===== src/rtl/stopwatch_ctrl.sv =====
// stopwatch_ctrl
// Front-end control stage for the stopwatch digit counter chain.
// It conditions the raw buttons and the direction switch, runs the
// IDLE/RUN/PAUSE/DONE state machine, divides clk down to the count tick,
// and drives the digit chain's control inputs.
//
// Configuration macro: STOPWATCH_AUTOSTOP_EN
//   Defined   - a countdown that reaches zero on a tick stops in DONE.
//   Undefined - cnt_zero is ignored, DONE is unreachable, done is tied 0.
//
// Parameters
//   CLK_HZ          input clock frequency
//   TICK_HZ         count tick rate; DIV = CLK_HZ/TICK_HZ must be >= 2
//   DEBOUNCE_CYCLES consecutive stable samples to accept a level (>= 2)
//
// Ports
//   clk        system clock
//   clr        asynchronous active-high reset
//   btn_start  raw start/stop button (async)
//   btn_lap    raw lap button (async)
//   btn_reset  raw reset button (async)
//   sw_dir     direction switch, 1 = up, 0 = down (async)
//   cnt_zero   all counter digits are zero
//   cnt_en     one-cycle count strobe at TICK_HZ while running
//   dir        count direction to the digit chain
//   lap_press  lap request level to the digit chain
//   cnt_clr    one-cycle synchronous clear pulse to the digit chain
//   lap_hold   display frozen on the lap value
//   done       countdown finished
//   state      00 IDLE, 01 RUN, 10 PAUSE, 11 DONE
module stopwatch_ctrl #(
    parameter int CLK_HZ          = 100_000_000,
    parameter int TICK_HZ         = 100,
    parameter int DEBOUNCE_CYCLES = 1_000_000
) (
    input  logic       clk,
    input  logic       clr,
    input  logic       btn_start,
    input  logic       btn_lap,
    input  logic       btn_reset,
    input  logic       sw_dir,
    input  logic       cnt_zero,
    output logic       cnt_en,
    output logic       dir,
    output logic       lap_press,
    output logic       cnt_clr,
    output logic       lap_hold,
    output logic       done,
    output logic [1:0] state
);

    localparam int DIV  = CLK_HZ / TICK_HZ;
    localparam int PW   = $clog2(DIV);
    localparam int DW   = $clog2(DEBOUNCE_CYCLES);
    localparam logic [PW-1:0] DIV_LAST = PW'(DIV - 1);
    localparam logic [DW-1:0] DB_LAST  = DW'(DEBOUNCE_CYCLES - 1);

`ifdef STOPWATCH_AUTOSTOP_EN
    localparam logic AUTOSTOP = 1'b1;
`else
    localparam logic AUTOSTOP = 1'b0;
`endif

    typedef enum logic [1:0] {
        IDLE  = 2'b00,
        RUN   = 2'b01,
        PAUSE = 2'b10,
        DONE  = 2'b11
    } fsm_t;

    // Bit order of the conditioned inputs: {sw_dir, btn_reset, btn_lap, btn_start}
    logic [3:0]    raw;
    logic [3:0]    sync1;
    logic [3:0]    sync2;
    logic [3:0]    level;
    logic [DW-1:0] db_cnt [4];
    logic [2:0]    btn_prev;
    logic [2:0]    press;

    fsm_t          fsm;
    logic [PW-1:0] presc;
    logic          lap_q;
    logic          clr_q;
    logic          dir_q;

    logic start_ev;
    logic lap_ev;
    logic reset_ev;
    logic start_act;
    logic lap_act;
    logic tick_due;
    logic count_end;

    assign raw = {sw_dir, btn_reset, btn_lap, btn_start};

    // Two-flop synchronisers for every asynchronous input.
    always_ff @(posedge clk or posedge clr) begin
        if (clr) begin
            sync1 <= '0;
            sync2 <= '0;
        end else begin
            sync1 <= raw;
            sync2 <= sync1;
        end
    end

    // Debounce: count consecutive samples that disagree with the accepted
    // level; any agreeing sample restarts the count. The switch level resets
    // to 1 so dir does not dip to 0 right after reset while the switch is up.
    always_ff @(posedge clk or posedge clr) begin
        if (clr) begin
            level    <= 4'b1000;
            btn_prev <= '0;
            for (int i = 0; i < 4; i++) begin
                db_cnt[i] <= '0;
            end
        end else begin
            btn_prev <= level[2:0];
            for (int i = 0; i < 4; i++) begin
                if (sync2[i] != level[i]) begin
                    if (db_cnt[i] == DB_LAST) begin
                        level[i]  <= sync2[i];
                        db_cnt[i] <= '0;
                    end else begin
                        db_cnt[i] <= db_cnt[i] + 1'b1;
                    end
                end else begin
                    db_cnt[i] <= '0;
                end
            end
        end
    end

    // Press events are single-cycle pulses on a rising debounced level.
    // Priority reset > start > lap drops the lower events of a shared cycle.
    assign press     = level[2:0] & ~btn_prev;
    assign start_ev  = press[0];
    assign lap_ev    = press[1];
    assign reset_ev  = press[2];
    assign start_act = start_ev & ~reset_ev;
    assign lap_act   = lap_ev & ~start_ev & ~reset_ev;

    // A tick is due on the last prescaler count while running. A countdown
    // that is already at zero ends here instead of issuing that tick.
    assign tick_due  = (fsm == RUN) && (presc == DIV_LAST);
    assign count_end = AUTOSTOP & tick_due & ~dir_q & cnt_zero;

    // Main state machine together with prescaler, lap hold, clear pulse and
    // direction latch; dir only follows the switch while idle.
    always_ff @(posedge clk or posedge clr) begin
        if (clr) begin
            fsm   <= IDLE;
            presc <= '0;
            lap_q <= 1'b0;
            clr_q <= 1'b0;
            dir_q <= 1'b1;
        end else begin
            clr_q <= 1'b0;
            if (fsm == IDLE) begin
                dir_q <= level[3];
            end
            case (fsm)
                IDLE: begin
                    presc <= '0;
                    if (reset_ev) begin
                        clr_q <= 1'b1;
                    end else if (start_act) begin
                        fsm <= RUN;
                    end
                end
                RUN: begin
                    presc <= (presc == DIV_LAST) ? '0 : presc + 1'b1;
                    if (count_end) begin
                        fsm <= DONE;
                    end else if (start_act) begin
                        fsm <= PAUSE;
                    end else if (lap_act) begin
                        lap_q <= ~lap_q;
                    end
                end
                PAUSE: begin
                    if (reset_ev) begin
                        fsm   <= IDLE;
                        presc <= '0;
                        lap_q <= 1'b0;
                        clr_q <= 1'b1;
                    end else if (start_act) begin
                        fsm <= RUN;
                    end else if (lap_act) begin
                        lap_q <= 1'b0;
                    end
                end
                DONE: begin
                    if (reset_ev) begin
                        fsm   <= IDLE;
                        presc <= '0;
                        lap_q <= 1'b0;
                        clr_q <= 1'b1;
                    end
                end
                default: fsm <= IDLE;
            endcase
        end
    end

    assign cnt_en    = tick_due & ~count_end;
    assign dir       = dir_q;
    assign lap_hold  = lap_q;
    assign lap_press = lap_q;
    assign cnt_clr   = clr_q;
    assign done      = AUTOSTOP & (fsm == DONE);
    assign state     = fsm;

endmodule


===== config.mk =====
export PLATFORM = sky130hd
export DESIGN_NAME = stopwatch_ctrl
export DESIGN_NICKNAME = d
export VERILOG_FILES = /design/src/rtl/stopwatch_ctrl.sv
export SDC_FILE = /design/constraint.sdc
export NUM_CORES = 1
export LEC_CHECK = 0
export CAP_MARGIN = 20
export CORE_ASPECT_RATIO = 1.25
export CORE_MARGIN = 5
export CORE_UTILIZATION = 33
export DETAILED_ROUTE_END_ITERATION = 6
export DONT_BUFFER_PORTS = 1
export PLACE_DENSITY_LB_ADDON = 0.05
export SYNTH_ARGS = -nofsm -noshare
export SYNTH_HDL_FRONTEND = slang
export SYNTH_SLANG_ARGS = --single-unit

===== constraint.sdc =====
create_clock -name clk -period 4.1 [get_ports clk]
set_input_delay 0.82 -clock clk [delete_from_list [all_inputs] [get_ports clk]]
set_output_delay 0.82 -clock clk [all_outputs]
set_load 0.03 [all_outputs]

==> results.py <==
metrics = {
    "placement": {
        "dp_hpwl_mm": 7.51,
        "io_buffers": 0,
        "gp_congestion": 0.772,
        "dpl.cell_count": 802,
    },
    "synth": {
        "yosysSeqAreaShare": 0.520,
        "yosysWarnings": 0,
        "syn-cell-area_sq_um": 5780,
        "syn_inst": 594,
        "avgSynthCellArea_sq_um": 9.73,
        "ys_seq_elements": 120,
        "synth_edf_count": 0,
        "synth_ff_type": "dfrtp_1",
        "synth_nets": 606,
        "async_flop_share": 1.00,
        "yosysUniqueCellTypes": 51,
    },
    "worst_setup_path": {
        "critPathLaunch": "state[0]$_DFFE_PP0P_",
        "critPathMaxFanout": 13,
        "arrival_ns": 2.11,
        "r2r-start": "db_cnt[35]$_DFF_PP0_",
        "critPathRequiredTime_ns": 3.28,
        "crit_type": "flop to primary output",
        "worstSetupStartpointType": "flop",
        "end_kind": "primary output",
    },
    "floorplan": {
        "pin_count": 15,
        "initial_core_util": 0.333,
        "dieArea_sq_um": 20300,
        "rows": 54,
        "core_region_area_sq_um": 17400,
        "dieHeight_um": 158,
        "die_x_um": 128,
    },
    "power": {
        "p_leak_nw": 2.78,
        "pwr-share-clk": 0.514,
        "peakVddDrop_v": 0.000273,
        "p_sw_mw": 0.575,
        "power_density_nw_per_um2": 401,
        "p_seq_frac": 0.463,
        "comb_power_share": 0.023,
        "intPower_mw": 2.04,
        "switching_share": 0.219,
    },
    "sta": {
        "slew_violations": 0,
        "max_slew_margin": 0.356,
        "fin_crit_ns": 2.93,
        "min_period_over_period": 0.715,
        "fin_skew_ns": 0.00598,
        "setup_violations": 0,
        "setup_tns_ns": 0,
        "rsz0062_at_grt": "false",
        "finalHoldViolCount": 0,
        "tightest_slew_ns": 0.959,
        "clock.fmax_mhz": 341,
    },
    "grt": {
        "grt_pass1_wl_mm": 20.4,
        "grt_use_total": 0.125,
        "antenna_found_initial": 0,
        "grt_pass1_vias": 4265,
        "overflow": 0,
        "grt_max_degree": 97,
    },
    "cts": {
        "cts_tree": "yes",
        "htree_num_levels": 4,
        "cts_root_buf": "clkbuf_16",
        "clock_latency_ns": 0.41,
        "cts.sinks": 120,
        "cts_hold_buf": 0,
        "clk_pin_slew_worst_paths_ns": 0.05,
        "cts_buffers": 17,
        "clk_path_buf_depth": 2,
        "ctsResizeCount": 0,
        "postCtsSetupBuffers": 0,
    },
    "route": {
        "num_vias": 4098,
        "drt_wl_total_mm": 11.5,
        "antenna_left": 0,
        "drc": 0,
        "drt_iter0_drc": 191,
        "viasPerCell": 4.91,
        "dr.pass1.iters": 4,
        "drt-wirelength-per-cell_um": 13.8,
    },
    "finish": {
        "final_nets": 610,
        "syn2layout_area_growth_pct": 13.1,
        "fillers": 1742,
        "n_antenna_cell": 0,
        "fin_cells": 835,
        "finish.utilization": 0.376,
        "final-seq-area_sq_um": 3010,
        "drive_gt1_frac": 0.0835,
        "multiInputGateArea_sq_um": 2600,
    },
    "worst_hold_path": {
        "hold_path_class": "input port to asynchronous set/reset pin",
    },
    "job": {
        "drv_cap": 0,
    },
    "run_status": {
        "status": "complete, no violations",
    },
}
[cells in the final DEF (no fill, tap or decap), types with 3 or more instances in the layout]
cell,Yosys,routed
a21oi_1,9,9
clkbuf_8,0,4
inv_1,18,17
clkbuf_1,5,3
clkinvlp_4,0,3
mux2i_1,5,5
nand4b_1,4,4
nor4_1,17,17
xnor2_1,29,29
a221o_1,3,3
and2_1,3,3
and3_1,15,15
nor2_1,108,108
ha_1,5,5
o21ai_0,7,7
xor2_1,47,47
clkbuf_16,0,17
nand2b_1,6,6
and4_1,3,3
nand3_1,55,55
dfrtp_1,118,118
nand2_1,47,47
mux2_2,6,6
o22ai_1,3,3
nor2b_1,3,3
or3_1,3,3
clkinv_2,0,5
nand4_1,19,19
nor3_1,10,10
or4_1,3,3
or2_2,5,5
[layer usage]
metal	GRT usage	part of all wire	routed length, um	vias to the layer above
li1	-	-	-	2041
met1	0.154	0.48	5470	1996
met2	0.209	0.48	5510	45
met3	0.0371	0.029	338	16
met4	0.0415	0.017	191	0
met5	0	0	0	-
[through the flow]
step | instance area, sq um | worst slack (ns) | hold slack [ns] | power, mW
2_1_floorplan | 5780 | 0.0975 | 0.331 | 1.28
3_3_place_gp | 5990 | 1.58 | 0.335 | 1.29
3_5_place_dp | 5990 | 1.59 | 0.347 | 1.30
4_1_cts | 6530 | 1.14 | 0.246 | 2.67
5_1_grt | 6530 | 0.956 | 0.264 | 2.75
6_report | 6530 | 1.17 | 0.252 | 2.62
[area by class of cell]
class	count	share of cell area
timing repair buffer	3	0.00536
sequential	120	0.460
multi-input combinational	438	0.399
clock buffer	24	0.0753
inverter	18	0.0107
tap	224	0.0429
clock inverter	8	0.00728
[power by group through the flow]
stage	logic, mW	registers, mW	clock network, mW
6_report	0.0594	1.21	1.35
3_5_place_dp	0.0627	1.23	0
4_1_cts	0.0632	1.21	1.39
2_1_floorplan	0.0481	1.23	0
5_1_grt	0.0708	1.21	1.46
3_3_place_gp	0.0620	1.23	0
[cells in the mapped netlist (4+ instances only)]
master,instances,area [sq um]
buf_4,5,37.5
nor4_1,17,106
inv_1,18,67.6
mux2i_1,5,50.1
dfrtp_1,118,2950
nor2_1,108,405
nand4_1,19,119
o21ai_0,7,35.0
xor2_1,47,412
ha_1,5,62.6
or2_2,5,31.3
xnor2_1,29,254
nand2_1,47,176
nor3_1,10,50.1
nand4b_1,4,35.0
buf_2,6,30.0
nand2b_1,6,37.5
mux2_2,6,67.6
a21oi_1,9,45.0
and3_1,15,93.8
clkbuf_1,5,18.8
nand3_1,55,275
[sequential cells by signal, indices dropped and copies added, names as in the netlist]
name      cells
btn_prev      3
dir           1
cnt_clr       1
sync1         4
level         4
state         2
presc        20
db_cnt       80
sync2         4
lap_hold      1
[path summary, 6_finish.rpt]
| check | to | depth (start not counted) | slack, ns |
|---|---|---|---|
| hold / removal | sync2[3]$_DFF_PP0_ | 1 | 0.25 |
| max in group asynchronous | db_cnt[27]$_DFF_PP0_ | 2 | 3.03 |
| setup reg to reg | db_cnt[27]$_DFF_PP0_ | 5 | 1.82 |
| setup / recovery | cnt_en | 3 | 1.17 |
| min in group clk | sync2[3]$_DFF_PP0_ | 0 | 0.35 |
| hold reg to reg | sync2[3]$_DFF_PP0_ | 0 | 0.35 |
[cell families (layout without fill, tap and decap cells)]
logic type / count (synthesis) / after routing / share of synthesized area
flip-flops: 120 / 120 / 0.520
XOR/XNOR: 76 / 76 / 0.115
multiplexers: 11 / 11 / 0.0204
adder cells (fa/ha/maj): 5 / 5 / 0.0108
AND/OR/NAND/NOR: 313 / 313 / 0.267
buffers and inverters: 36 / 53 / 0.0292
other: 1 / 1 / 0.000649
AO/OA/AOI/OAI: 32 / 32 / 0.0362
[critical path: stages (launching register included)]
cell and delay, ns:
dfrtp_1 0.65, nand2b_1 0.45, nor4_1 0.39, buf_4 0.21
Power figures use the tool's default switching activity.
